[config.mk]
export PLATFORM = sky130hd
export DESIGN_NAME = clk_tick_monitor
export DESIGN_NICKNAME = d
export VERILOG_FILES = /design/src/rtl/clk_tick_pkg.sv /design/src/rtl/tick_channel.sv /design/src/rtl/clk_tick_monitor.sv
export SDC_FILE = /design/constraint.sdc
export NUM_CORES = 1
export LEC_CHECK = 0
export CORE_MARGIN = 2
export CORE_UTILIZATION = 56
export DETAILED_ROUTE_END_ITERATION = 6
export PLACE_DENSITY = 0.73
export REMOVE_ABC_BUFFERS = 1
export SETUP_SLACK_MARGIN = 0.3
export SYNTH_ARGS = -nofsm -noshare
export SYNTH_HDL_FRONTEND = slang
export SYNTH_SLANG_ARGS = --single-unit
export TNS_END_PERCENT = 50
[constraint.sdc]
create_clock -name clk -period 4.09 [get_ports clk]
set_clock_uncertainty 0.1 [all_clocks]
set_input_delay 1.0225 -clock clk [delete_from_list [all_inputs] [get_ports clk]]
set_output_delay 1.0225 -clock clk [all_outputs]
set_load 0.05 [all_outputs]
[src/rtl/clk_tick_pkg.sv]
// Shared types and constants for the divided-clock tick monitor.
package clk_tick_pkg;

  localparam int unsigned CNT_W  = 32;
  localparam int unsigned GOOD_W = 2;

  // Consecutive good intervals required in ACQ before declaring lock
  localparam logic [GOOD_W-1:0] LOCK_THRESH = 2'd2;

  typedef enum logic [1:0] {
    ST_IDLE   = 2'd0,
    ST_ACQ    = 2'd1,
    ST_LOCKED = 2'd2,
    ST_LOST   = 2'd3
  } chan_state_e;

  // Saturating increment for the interval counter
  function automatic logic [CNT_W-1:0] sat_inc(input logic [CNT_W-1:0] v);
    return (v == '1) ? v : v + CNT_W'(1);
  endfunction

endpackage

[src/rtl/tick_channel.sv]
// One monitored clock channel: synchronizer, edge detect, interval counter,
// lock FSM and sticky fault bit.
module tick_channel
  import clk_tick_pkg::*;
#(
  parameter int unsigned period = 100000,
  parameter int unsigned tol    = 16
) (
  input  logic clk,
  input  logic rst_n,
  input  logic clk_in,
  input  logic clr_fault,
  output logic tick,
  output logic locked,
  output logic fault
);

  // Acceptance window; upper bound clamps instead of wrapping
  localparam logic [CNT_W:0]   HI_WIDE = (CNT_W+1)'(period) + (CNT_W+1)'(tol);
  localparam logic [CNT_W-1:0] HI      = HI_WIDE[CNT_W] ? '1 : HI_WIDE[CNT_W-1:0];
  localparam logic [CNT_W-1:0] LO      = (period > tol) ? CNT_W'(period - tol) : '0;

  logic              sync1, sync2, hist;
  logic [2:0]        prime;
  logic [CNT_W-1:0]  cnt;
  logic [GOOD_W-1:0] good_cnt, good_nxt;
  chan_state_e       state, state_nxt;
  logic              rise_c, good_c, timeout_c, fault_set_c, locked_nxt;

  // prime keeps a level that was already high at reset release from looking like an edge
  assign rise_c    = sync2 & ~hist & prime[2];
  assign good_c    = (cnt >= LO) && (cnt <= HI);
  assign timeout_c = !rise_c && (cnt > HI);

  // Synchronizer, history flop and registered tick pulse
  always_ff @(posedge clk or negedge rst_n) begin
    if (!rst_n) begin
      sync1 <= 1'b0;
      sync2 <= 1'b0;
      hist  <= 1'b0;
      prime <= 3'b000;
      tick  <= 1'b0;
    end else begin
      sync1 <= clk_in;
      sync2 <= sync1;
      hist  <= sync2;
      prime <= {prime[1:0], 1'b1};
      tick  <= rise_c;
    end
  end

  // Interval counter: restarts at 1 on each tick, otherwise saturating count
  always_ff @(posedge clk or negedge rst_n) begin
    if (!rst_n) begin
      cnt <= '0;
    end else begin
      cnt <= rise_c ? CNT_W'(1) : sat_inc(cnt);
    end
  end

  // FSM state register
  always_ff @(posedge clk or negedge rst_n) begin
    if (!rst_n) begin
      state    <= ST_IDLE;
      good_cnt <= '0;
    end else begin
      state    <= state_nxt;
      good_cnt <= good_nxt;
    end
  end

  // Next-state logic
  always_comb begin
    state_nxt = state;
    good_nxt  = good_cnt;
    case (state)
      ST_IDLE: begin
        if (rise_c) begin
          state_nxt = ST_ACQ;
          good_nxt  = '0;
        end
      end
      ST_ACQ: begin
        if (rise_c) begin
          if (good_c) begin
            good_nxt = GOOD_W'(good_cnt + GOOD_W'(1));
            if (GOOD_W'(good_cnt + GOOD_W'(1)) >= LOCK_THRESH) state_nxt = ST_LOCKED;
          end else begin
            good_nxt = '0;
          end
        end else if (timeout_c) begin
          state_nxt = ST_IDLE;
          good_nxt  = '0;
        end
      end
      ST_LOCKED: begin
        if ((rise_c && !good_c) || timeout_c) state_nxt = ST_LOST;
      end
      ST_LOST: begin
        if (rise_c) begin
          state_nxt = ST_ACQ;
          good_nxt  = '0;
        end
      end
      default: state_nxt = ST_IDLE;
    endcase
  end

  // Output decode: lock status and loss-of-lock event
  always_comb begin
    locked_nxt  = (state_nxt == ST_LOCKED);
    fault_set_c = (state == ST_LOCKED) && ((rise_c && !good_c) || timeout_c);
  end

  // Registered outputs; a new fault beats a simultaneous clear
  always_ff @(posedge clk or negedge rst_n) begin
    if (!rst_n) begin
      locked <= 1'b0;
      fault  <= 1'b0;
    end else begin
      locked <= locked_nxt;
      if (fault_set_c)    fault <= 1'b1;
      else if (clr_fault) fault <= 1'b0;
    end
  end

endmodule

[src/rtl/clk_tick_monitor.sv]
// Monitors three divided clocks (ms, 20ms, s) for lock against nominal periods.
module clk_tick_monitor
  import clk_tick_pkg::*;
#(
  parameter int unsigned period_ms   = 100000,
  parameter int unsigned period_20ms = 2000000,
  parameter int unsigned period_s    = 100000000,
  parameter int unsigned tol         = 16
) (
  input  logic       clk,
  input  logic       rst_n,
  input  logic       clk_ms_in,
  input  logic       clk_20ms_in,
  input  logic       clk_s_in,
  input  logic       clr_fault,
  output logic       tick_ms,
  output logic       tick_20ms,
  output logic       tick_s,
  output logic [2:0] locked,
  output logic [2:0] fault
);

  tick_channel #(.period(period_ms), .tol(tol)) u_ch_ms (
    .clk       (clk),
    .rst_n     (rst_n),
    .clk_in    (clk_ms_in),
    .clr_fault (clr_fault),
    .tick      (tick_ms),
    .locked    (locked[0]),
    .fault     (fault[0])
  );

  tick_channel #(.period(period_20ms), .tol(tol)) u_ch_20ms (
    .clk       (clk),
    .rst_n     (rst_n),
    .clk_in    (clk_20ms_in),
    .clr_fault (clr_fault),
    .tick      (tick_20ms),
    .locked    (locked[1]),
    .fault     (fault[1])
  );

  tick_channel #(.period(period_s), .tol(tol)) u_ch_s (
    .clk       (clk),
    .rst_n     (rst_n),
    .clk_in    (clk_s_in),
    .clr_fault (clr_fault),
    .tick      (tick_s),
    .locked    (locked[2]),
    .fault     (fault[2])
  );

endmodule

# Yosys cells after proc, flatten, opt, wreduce, memory -nomap -nowiden
# Cells that the tools add are included.
# op_classes
n_addsub,6
order_cmp,12
eq_ne,24
muxes,46
bitwise,9
n_reduce_logical,36
# ops
op,n
$mux W32,6
$add A32 B1 Y32 const B,3
$eq A32 B32 Y1 const B,3
$mux W2,30
$ge A32 B17 Y1 const B,1
$ge A32 B21 Y1 const B,1
$ge A32 B27 Y1 const B,1
$gt A32 B17 Y1 const B,1
$gt A32 B21 Y1 const B,1
$gt A32 B27 Y1 const B,1
$le A32 B17 Y1 const B,1
$le A32 B21 Y1 const B,1
$le A32 B27 Y1 const B,1
$eq A2 B2 Y1 const B,9
$pmux W2 S3,3
$logic_and A1 B1 Y1,12
$ne A2 B1 Y1 const B,6
$pmux W2 S2,3
$reduce_bool A2 Y1,6
$ne A3 B1 Y1 const B,3
$reduce_and A3 Y1,3
$add A2 B1 Y2 const B,3
$and A1 B1 Y1,6
$eq A2 B1 Y1 const B,3
other kinds (7),25
# word_totals
regBits,135
input_bits,6
output_inout_bits,9
elab_cells,163

# Logic depth before layout (Yosys ltp)
# Gate-level depths: netlist of the first run.
# depth
word_depth,9
depth_mapped,9

# By module
# Synthesis of the first run repeated with hierarchy kept, for this count alone.
# hier_totals
hier_cells,788
hier_area_um2,7484.7
# modules_own_cells
mod,instances,cells_each,area_per_inst_um2
tick_channel at u_ch_20ms,1,271,2561.2
tick_channel at u_ch_s,1,259,2479.9
tick_channel at u_ch_ms,1,258,2443.6

# Worst setup path after synthesis of the first run
# Ideal clock, no wire load.
# synth_path
path_type,reg2reg
from,reg u_ch_ms.cnt[14]
to,reg u_ch_ms.good_cnt[1]
setup_ns,0.065
arrival_time_ns,2.070
t_required_ns,3.925
setup_slack_ns,1.855
path_stages_with_launch,8
n_path_buf,0
synth_period_minus_slack_ns,2.235
cell_sequence,dfrtp_1 -> or4_4 -> o21a_1 -> a21oi_2 -> o21ai_2 -> or4_4 -> o21bai_1 -> nand2_1
# synth_between
elab_chain_cells,5
elab_cells_between_ends,10
cone_classes,order compare (3); eq/ne (1); mux (3); reduce/logical (3)
# synth_lines
item,line_no,source
"start, declared",tick_channel.sv:25,logic [CNT_W-1:0] cnt;
"start signal, assigned",tick_channel.sv:57,cnt <= rise_c ? CNT_W'(1) : sat_inc(cnt);
$ge A32 B17 Y1 or $le A32 B17 Y1 (tied branches),tick_channel.sv:32,assign good_c = (cnt >= LO) && (cnt <= HI);
$logic_and A1 B1 Y1,tick_channel.sv:32,
$mux W2,tick_channel.sv:85,if (good_c) begin
$mux W2,tick_channel.sv:84,if (rise_c) begin
$pmux W2 S2,tick_channel.sv:76,case (state)
"end signal, assigned",tick_channel.sv:68,good_cnt <= good_nxt;
"end, declared",tick_channel.sv:26,"logic [GOOD_W-1:0] good_cnt, good_nxt;"
# Parallel ways exist; a longest one is shown, timed or not.
# A chain may end at the register's enable or synchronous reset.

# Worst setup path in the final report of the first run
# layout_path
from,reg u_ch_s.cnt[4]
to,reg u_ch_s.cnt[19]
# layout_between
elab_chain_cells,3
elab_cells_between_ends,5
cone_classes,add/sub (1); eq/ne (2); mux (2)
# layout_lines
item,line_no,source
"start, declared",tick_channel.sv:25,
"start signal, assigned",tick_channel.sv:57,
$add A32 B1 Y32,clk_tick_pkg.sv:19,return (v == '1) ? v : v + CNT_W'(1);
$mux W32,clk_tick_pkg.sv:19,
$mux W32,tick_channel.sv:57,
# Parallel ways exist; a longest one is shown, timed or not. The select of a mux whose other input is x is not followed.

==> flow_metrics.env, run 1 <==
export IMPL_status="finished clean"
export IMPL_r2r_setup_slack_ns=1.36
export IMPL_hold_end="u_ch_20ms.prime[2]"
export IMPL_regArea_um2=3230
export IMPL_synthFlopType="dfrtp_1"
export IMPL_grt_pass1_wl_um=25300
export IMPL_r2r_cells=7
export IMPL_nNetsFinal=777
export IMPL_core_area_um2=12100
export IMPL_cts_setup_buffers=0
export IMPL_ys_warn_count=0
export IMPL_avgSynthCellArea_um2=9.37
export IMPL_synth_cells=741
export IMPL_drv_cap=0
export IMPL_dp_cells=905
export IMPL_power_density_nw_per_um2=426
export IMPL_numPortBuffers=14
export IMPL_async_flop_share=1.00
export IMPL_clkTransAtPathRegs_ns=0.06
export IMPL_total_power_mw=3.32
export IMPL_setup_worst_path_start_class="register"
export IMPL_numCtsBuffers=17
export IMPL_area_growth_pct=12.4
export IMPL_antenna_found_initial=0
export IMPL_critPathMaxFanout=13
export IMPL_slew_violations=0
export IMPL_routed_wl_um=14500
export IMPL_endpoint_kind="register"
export IMPL_ir_drop_v=0.000322
export IMPL_yosysUniqueCellTypes=68
export IMPL_viasPerCell=5.82
export IMPL_maxSlewHeadroom=0.388
export IMPL_root_buffer="clkbuf_16"
export IMPL_r2r_start="u_ch_s.cnt[4]"
export IMPL_fin_util=0.647
export IMPL_holdWs_ns=0.254
export IMPL_ctsResizeCount=0
export IMPL_post_layout_nonfiller_instances=937
export IMPL_worst_pin_slew_ns=0.918
export IMPL_required_ns=4.27
export IMPL_via_count=5452
export IMPL_insertion_delay_ns=0.42
export IMPL_synth_seq_cells=129
export IMPL_first_pass_iters=5
export IMPL_postRouteAntennaNets=0
export IMPL_routedWlPerCell_um=15.5
export IMPL_ys_seq_area_frac=0.465
export IMPL_synth_enable_flop_cells=0
export IMPL_cts_hold_buf=0
export IMPL_hpwl_um=9860
export IMPL_fillCellCount=957
export IMPL_gr_usage_all_layers=0.239
export IMPL_holdPathStages=0
export IMPL_syn_area_um2=6940
export IMPL_numClockSinks=129
export IMPL_worst_r2r_endpoint="u_ch_s.cnt[19]"
export IMPL_worstHoldPathType="register to register"
export IMPL_gp_congestion=0.886
export IMPL_max_freq_mhz=367
export IMPL_p_leak_nw=3.54
export IMPL_hp_start="u_ch_s.prime[1]"
export IMPL_crit_type="register to register"
export IMPL_cts_tree="done"
export IMPL_multiInputGateArea_um2=3470
export IMPL_grt_max_degree=75
export IMPL_drt_iter0_drc=295
export IMPL_rows=40
export IMPL_drive_above_1_share=0.0767
export IMPL_setup_tns_final_ns=0
export IMPL_final_setup_viol_count=0
export IMPL_grt_pass1_vias=5523
export IMPL_initial_utilization=0.575
export IMPL_hold_violations=0
export IMPL_period_minus_slack_ns=2.73
export IMPL_htreeDepth=4
export IMPL_period_share=0.667
export IMPL_num_antenna_cells=0
export IMPL_ios=15
export IMPL_die_area_um2=13300
export IMPL_rsz0062_at_grt="no"
export IMPL_overflow=0
export IMPL_drcViolationCount=0
export IMPL_die_y_um=115
export IMPL_die_x_um=115
export IMPL_clk_path_buf_depth=2
export IMPL_arrival_ns=2.91
==> cell usage after synthesis (13+ instances only) <==
cell     number  area share
nand2_1      65       0.035
xnor2_1      33       0.042
nand3_1      33       0.024
inv_1        33       0.018
nor3_1       13      0.0094
dfrtp_1     129        0.47
ha_1         15       0.027
nor2_1      109       0.059
o21ai_0      20       0.014
nor4_1       14       0.013
a21oi_1      30       0.022
and3_1       27       0.024
xor2_1       54       0.068
nand4_1      32       0.029
==> stage by stage <==
step,worst slack (ns),cell area [um^2]
3_5_place_dp,1.43,7220
4_1_cts,1.35,7800
2_1_floorplan,1.86,6840
3_3_place_gp,1.50,7220
6_report,1.36,7800
5_1_grt,1.18,7800
==> per-layer routing <==
layer / vias up / GRT usage / routed length (um)
li1: 2624 / - / -
met4: 0 / 0.0835 / 153
met1: 2693 / 0.299 / 6500
met5: - / 0 / 0
met2: 116 / 0.405 / 7280
met3: 19 / 0.0585 / 550
==> worst max-delay path, cell delays in order, from the launching register on <==
cell and delay, ns:
dfrtp_1 0.45, and3_1 0.24, and4_1 0.24, and3_1 0.29, a21oi_1 0.77, and4_1 0.31
xnor2_1 0.12, nor2_1 0.06
==> worst max path at each step <==
| stage | slack [ns] | from | end | cells after the start |
|---|---|---|---|---|
| 2_1_floorplan | 1.86 | u_ch_ms.cnt[14] | u_ch_ms.good_cnt[1] | 7 |
| 6_report | 1.36 | u_ch_s.cnt[4] | u_ch_s.cnt[19] | 7 |
| 5_1_grt | 1.18 | u_ch_s.cnt[4] | u_ch_s.cnt[5] | 7 |
| 3_5_place_dp | 1.43 | u_ch_s.cnt[4] | u_ch_s.cnt[19] | 7 |
| 3_3_place_gp | 1.50 | u_ch_s.cnt[4] | u_ch_s.cnt[19] | 7 |
| 4_1_cts | 1.35 | u_ch_s.fault | fault[2] | 1 |
==> layout make-up <==
class,instances,area share
clock buffer,19,0.0581
clock inverter,13,0.0162
inverter,36,0.0173
multi-input combinational,555,0.445
sequential,129,0.414
tap,168,0.0269
timing repair buffer,17,0.0226
==> state kept, by name (all words and copies together) (netlist names), 2 cells and up <==
| name | flops |
|---|---|
| u_ch_s.prime | 2 |
| u_ch_s.good_cnt | 2 |
| u_ch_ms.good_cnt | 2 |
| u_ch_s.state | 2 |
| u_ch_s.cnt | 32 |
| u_ch_20ms.state | 2 |
| u_ch_ms.cnt | 32 |
| u_ch_20ms.cnt | 32 |
| u_ch_ms.state | 2 |
| u_ch_20ms.good_cnt | 2 |
==> where the power goes <==
group	leakage, nW	total (mW)	internal, mW	switching, mW
logic	1.52	0.407	0.152	0.255
clock network	0.273	1.46	0.875	0.584
registers	1.75	1.46	1.36	0.0980
total	3.54	3.32	2.38	0.937
==> placed cells by master, fill, tap and decap left out, drive strengths merged, types with 3 or more instances in the layout <==
| master | n |
|---|---|
| clkinvlp | 4 |
| dfrtp | 129 |
| or2 | 4 |
| nand2 | 65 |
| a31oi | 4 |
| o211ai | 3 |
| and2 | 8 |
| nor2b | 7 |
| nor2 | 109 |
| a211oi | 4 |
| or4 | 6 |
| a21oi | 32 |
| nand3 | 33 |
| clkinv | 6 |
| nand2b | 4 |
| o21ai | 21 |
| buf | 4 |
| a41oi | 4 |
| ha | 15 |
| and4 | 14 |
| and3 | 27 |
| clkdlybuf4s50 | 13 |
| or3 | 4 |
| nor3 | 14 |
| nand4 | 33 |
| xor2 | 54 |
| o31ai | 3 |
| xnor2 | 33 |
| o22ai | 3 |
| clkbuf | 19 |
| nor4 | 17 |
| inv | 38 |
| nor3b | 4 |
==> logic make-up after synthesis <==
family / after synthesis / share of synthesized area
compound gates: 92 / 0.0882
xor+xnor: 87 / 0.110
fa+ha+maj: 15 / 0.0270
buf+inv: 57 / 0.0346
flops: 129 / 0.465
mux: 2 / 0.00288
other cells: 1 / 0.000540
simple gates: 358 / 0.272
Note: power is estimated with default switching activity, not from simulation.
==> run 2: changes to the inputs <==
- PLACE_DENSITY: 0.73 -> 0.76
- clock period: 4.09 -> 2.2 ns (I/O delays scaled with it)
==> run 2 against run 1 <==
Effect of this change:
- the flow now finishes with violations (negative setup slack)
- largest power group is now clock
- via count is 33% higher
- critical path type unchanged
- highest routed layer unchanged
- clock power up 91%
- power increased by 110%
- critical endpoint is now u_ch_20ms.cnt[29]
- die area is the same
==> flow_metrics.env, run 2 (synthesized netlist as in run 1, its figures left out) <==
export IMPL_status="complete, but fails checks"
export IMPL_failed_checks="negative setup slack"
export IMPL_routed_wl_um=26400
export IMPL_crit_type="register to register"
export IMPL_cp_slowest_stage_delay_ns=0.51
export IMPL_rsz0062_at_grt="yes"
export IMPL_grt_pass1_wl_um=32400
export IMPL_holdWs_ns=0.0617
export IMPL_clock_power_share=0.395
export IMPL_drv_cap=0
export IMPL_insertion_delay_ns=0.44
export IMPL_reg_top3="u_ch_20ms.cnt (32), u_ch_ms.cnt (32), u_ch_s.cnt (32)"
export IMPL_period_share=1.16
export IMPL_clkTransAtPathRegs_ns=0.07
export IMPL_numPortBuffers=14
export IMPL_drt_iter0_drc=966
export IMPL_gp_congestion=0.966
export IMPL_die_y_um=115
export IMPL_mostFrequentLayoutCell="dfrtp_1"
export IMPL_gr_usage_all_layers=0.309
export IMPL_postRouteAntennaNets=0
export IMPL_htreeDepth=4
export IMPL_p_int_mw=4.66
export IMPL_ir_drop_v=0.000883
export IMPL_area_growth_pct=47.7
export IMPL_net_switching_power_mw=2.41
export IMPL_max_freq_mhz=392
export IMPL_grt_use_met2=0.540
export IMPL_die_area_um2=13300
export IMPL_rows=40
export IMPL_numCtsBuffers=17
export IMPL_antenna_found_initial=0
export IMPL_endpoint_kind="register"
export IMPL_drive_above_1_share=0.434
export IMPL_worstHoldPathType="input port to asynchronous set/reset pin"
export IMPL_die_x_um=115
export IMPL_pwr_share_seq=0.388
export IMPL_cts_hold_buf=0
export IMPL_period_minus_slack_ns=2.55
export IMPL_total_power_mw=7.07
export IMPL_numClockSinks=129
export IMPL_final_cell_mix="dfrtp_1 (121), buf_4 (120), nor2_1 (105)"
export IMPL_power_density_nw_per_um2=690
export IMPL_regArea_um2=3240
export IMPL_worst_pin_slew_ns=0.647
export IMPL_power_frac_comb=0.218
export IMPL_nNetsFinal=935
export IMPL_p_leak_nw=4.56
export IMPL_path_common_cell="buf_6"
export IMPL_cp_slowest_cell="or4_4"
export IMPL_routedWlPerCell_um=24.1
export IMPL_fillCellCount=488
export IMPL_slew_violations=0
export IMPL_maxSlewHeadroom=0.563
export IMPL_arrival_ns=2.76
export IMPL_overflow=0
export IMPL_viasPerCell=6.63
export IMPL_core_area_um2=12100
export IMPL_drcViolationCount=0
export IMPL_first_pass_iters=7
export IMPL_fin_util=0.850
export IMPL_clk_path_buf_depth=2
export IMPL_initial_utilization=0.575
export IMPL_place_area_um2=7880
export IMPL_use_met1=0.365
export IMPL_globalRoute_busiestLayer="met2"
export IMPL_hpwl_um=11100
export IMPL_multiInputGateArea_um2=4590
export IMPL_grt_pass1_vias=6647
export IMPL_num_antenna_cells=0
export IMPL_cts_tree="done"
export IMPL_setup_ws_ns=-0.352
export IMPL_critPathMaxFanout=3
export IMPL_sw_frac_of_total=0.341
export IMPL_root_buffer="clkbuf_16"
export IMPL_grt_util_met3=0.0691
export IMPL_r2r_setup_slack_ns=-0.35
export IMPL_via_count=7265
export IMPL_required_ns=2.41
export IMPL_design_area_um2=10300
export IMPL_ios=15
export IMPL_final_setup_viol_count=63
export IMPL_hold_violations=0
export IMPL_setup_worst_path_start_class="register"
export IMPL_grt_max_degree=86
export IMPL_cp_cell_sequence="buf_6 > and4_4 > nand4_1 > buf_4 > or4_4 > and3_4 > buf_6 > nand2_2 > xor2_1 > nor2_1"
[run 2: per-stage QoR]
stage          setup WS (ns)  setup TNS, ns  cells
2_1_floorplan        -0.0348        -0.0829    720
6_report              -0.352          -7.60   1095
5_1_grt               -0.510         -15.01   1095
4_1_cts              -0.0914         -0.259   1062
3_5_place_dp          -0.175          -1.42    993
3_3_place_gp          -0.113         -0.525    993
[run 2: timing repair]
| item | in CTS | in global routing |
|---|---|---|
| pin swaps | 150 | 154 |
| gates cloned | 1 | 0 |
| setup buffers | 36 | 33 |
| gates resized for setup | 188 | 123 |
| setup endpoints to repair | 113 | 112 |
[run 2: path summary, 6_finish.rpt]
kind / start / to / cells past startpoint
max in group asynchronous: rst_n / u_ch_20ms.cnt[5] / 2
max reg2reg: u_ch_20ms.cnt[25] / u_ch_20ms.cnt[29] / 10
min in group clk: u_ch_s.prime[1] / u_ch_20ms.prime[2] / 0
max: u_ch_20ms.cnt[25] / u_ch_20ms.cnt[29] / 10
min: rst_n / u_ch_ms.cnt[18] / 2
min reg2reg: u_ch_s.prime[1] / u_ch_20ms.prime[2] / 0
[run 2: final cells by class]
cell class / instances / share of cell area
tap: 168 / 0.0205
clock inverter: 15 / 0.0135
inverter: 36 / 0.0132
timing repair buffer: 175 / 0.148
multi-input combinational: 555 / 0.447
sequential: 129 / 0.316
clock buffer: 17 / 0.0415
[run 2: layer usage]
layer | vias to the layer above | part of all wire
met3 | 213 | 0.080
met5 | - | 0
met1 | 3552 | 0.35
met2 | 564 | 0.49
li1 | 2936 | -
met4 | 0 | 0.076
[run 2: power groups by stage]
stage	clock [mW]	sequential, mW	combinational, mW
final	2.79	2.74	1.54
after global routing	2.90	2.74	1.61
after CTS	2.72	2.68	1.13
after detailed placement	0	2.71	0.898
after global placement	0	2.70	0.852
after floorplan	0	2.70	0.538
[run 2: critical path: cells and delay by family, from the launching register on]
| family | cells | cell delay (ns) |
|---|---|---|
| DFF | 1 | 0.46 |
| buffers and inverters | 3 | 0.44 |
| and+or+nand+nor | 6 | 1.20 |
| xor gates and xnor gates | 1 | 0.21 |
==> run 3: changes to the inputs <==
- CORE_MARGIN: 2 -> default
- CORE_UTILIZATION: 56 -> 35
- PLACE_DENSITY: 0.76 -> default
==> run 3 against run 2 <==
Effect of this change:
- via count is 17% lower
- highest routed layer unchanged
- first-iteration DRC count is 76% lower
- the flow still finishes with violations (negative setup slack)
- register-to-register slack better by 0.22 ns
- power is 3.5% higher
- fmax is 9.3% higher
- routed wire length is 31% lower
- combinational power is 18% lower
- clock power is 20% higher
- worst hold slack better by 0.19 ns
==> flow_metrics.env, run 3 (synthesized netlist as in run 1, its figures left out) <==
export IMPL_nNetsFinal=937
export IMPL_required_ns=2.44
export IMPL_design_area_um2=10400
export IMPL_status="complete, but fails checks"
export IMPL_p_leak_nw=4.63
export IMPL_core_area_um2=19500
export IMPL_place_area_um2=8140
export IMPL_rsz0062_at_grt="yes"
export IMPL_clkTransAtPathRegs_ns=0.05
export IMPL_hold_violations=0
export IMPL_final_setup_viol_count=13
export IMPL_max_freq_mhz=428
export IMPL_cp_cell_sequence="or4_4 > or2_4 > a21oi_4 > a21oi_2 > or4_1 > mux2i_1"
export IMPL_via_count=6020
export IMPL_gr_usage_all_layers=0.183
export IMPL_crit_family="simple AND/OR/NAND/NOR gates"
export IMPL_insertion_delay_ns=0.42
export IMPL_numPortBuffers=14
export IMPL_endpoint_kind="register"
export IMPL_power_density_nw_per_um2=707
export IMPL_drv_cap=0
export IMPL_area_growth_pct=49.2
export IMPL_drive_above_1_share=0.417
export IMPL_grt_max_degree=49
export IMPL_clk_path_buf_depth=2
export IMPL_routed_wl_um=18100
export IMPL_arrival_ns=2.58
export IMPL_mostFrequentLayoutCell="buf_4"
export IMPL_period_share=1.06
export IMPL_hpwl_um=11000
export IMPL_num_antenna_cells=0
export IMPL_drcViolationCount=0
export IMPL_first_pass_iters=4
export IMPL_die_y_um=143
export IMPL_worstHoldPathType="register to register"
export IMPL_grt_pass1_vias=6055
export IMPL_numClockSinks=129
export IMPL_numCtsBuffers=17
export IMPL_gp_congestion=0.856
export IMPL_cts_tree="done"
export IMPL_cp_slowest_cell="or4_4"
export IMPL_setup_ws_ns=-0.135
export IMPL_die_area_um2=20400
export IMPL_root_buffer="clkbuf_16"
export IMPL_period_minus_slack_ns=2.34
export IMPL_setup_worst_path_start_class="register"
export IMPL_failed_checks="negative setup slack"
export IMPL_final_cell_mix="buf_4 (133), dfrtp_1 (120), nor2_1 (105)"
export IMPL_drt_iter0_drc=233
export IMPL_die_x_um=143
export IMPL_holdWs_ns=0.247
export IMPL_htreeDepth=4
export IMPL_viasPerCell=5.04
export IMPL_crit_type="register to register"
export IMPL_slew_violations=0
export IMPL_reg_top3="u_ch_20ms.cnt (32), u_ch_ms.cnt (32), u_ch_s.cnt (32)"
export IMPL_rows=51
export IMPL_ir_drop_v=0.000631
export IMPL_path_buf_inv=0
export IMPL_dp_slack_ns=-0.196
export IMPL_grt_pass1_wl_um=29200
export IMPL_overflow=0
export IMPL_cp_slowest_stage_delay_ns=0.56
export IMPL_postRouteAntennaNets=0
export IMPL_critPathMaxFanout=5
export IMPL_initial_utilization=0.357
export IMPL_antenna_found_initial=0
export IMPL_fillCellCount=1634
export IMPL_ios=15
export IMPL_routedWlPerCell_um=15.2
run 3: cell types whose count changed in the layout (fill, tap and decap cells not counted), sizes merged:
cell / previous run / this run
inv: 45 / 34
buf: 163 / 164
clkinv: 5 / 4
dlygate4sd3: 0 / 1
bufinv: 0 / 6
clkbuf: 19 / 25
run 3: report_power, final:
part           switching, mW  total, mW  internal [mW]
combinational          0.685       1.26          0.571
clock                   1.04       3.34           2.30
sequential             0.193       2.72           2.53
total                   1.92       7.32           5.40
run 3: routing by layer:
layer | vias up | share of wire | global-route usage
met3 | 38 | 0.025 | 0.0352
met5 | - | 0 | 0
met2 | 80 | 0.50 | 0.308
met1 | 2960 | 0.44 | 0.227
li1 | 2942 | - | -
met4 | 0 | 0.032 | 0.0866
run 3: worst register-to-register path: cells and delay by family (launching register included):
kind / cells / cell delay, ns
and+or+nand+nor: 3 / 1.33
DFF: 1 / 0.38
AOI/OAI and AO/OA: 2 / 0.31
muxes: 1 / 0.13
run 3: per-stage QoR:
step           total power, mW  TNS [ns]  utilization  std cells
2_1_floorplan             3.24   -0.0829            -        720
3_3_place_gp              3.61    -0.448        0.418       1107
3_5_place_dp              3.63    -0.907        0.418       1107
4_1_cts                   7.17    -0.374        0.504       1163
5_1_grt                   7.63     -2.90        0.532       1194
6_report                  7.32    -0.895        0.532       1194
run 3: path summary, 6_finish.rpt:
path | end | cells after the start | startpoint | slack, ns
worst max-delay path | u_ch_s.good_cnt[0] | 6 | u_ch_s.cnt[30] | -0.14
max in group asynchronous | u_ch_s.cnt[15] | 3 | rst_n | 0.99
min in group asynchronous | u_ch_ms.cnt[4] | 2 | rst_n | 0.45
worst max register to register | u_ch_s.good_cnt[0] | 6 | u_ch_s.cnt[30] | -0.14
worst min-delay path | u_ch_s.prime[1] | 0 | u_ch_s.prime[0] | 0.25
worst min register to register | u_ch_s.prime[1] | 0 | u_ch_s.prime[0] | 0.25
run 3: cell type report:
class | count | area [um^2] | share of cell area
multi-input cells | 555 | 4440 | 0.429
flip-flops and latches | 129 | 3240 | 0.313
repair buffers | 177 | 1500 | 0.145
clock buffers | 23 | 508 | 0.0491
well taps | 265 | 332 | 0.0320
clock inverters | 9 | 198 | 0.0191
inverters | 36 | 135 | 0.0131
run 3: timing repair:
| item | in CTS | in global routing |
|---|---|---|
| hold buffers | 1 | 0 |
| setup buffers | 23 | 30 |
| pin swaps | 131 | 135 |
| setup endpoints to repair | 111 | 108 |
| gates resized for setup | 190 | 75 |
| gates cloned | 0 | 1 |
| endpoints found under the hold margin | 19 | 0 |
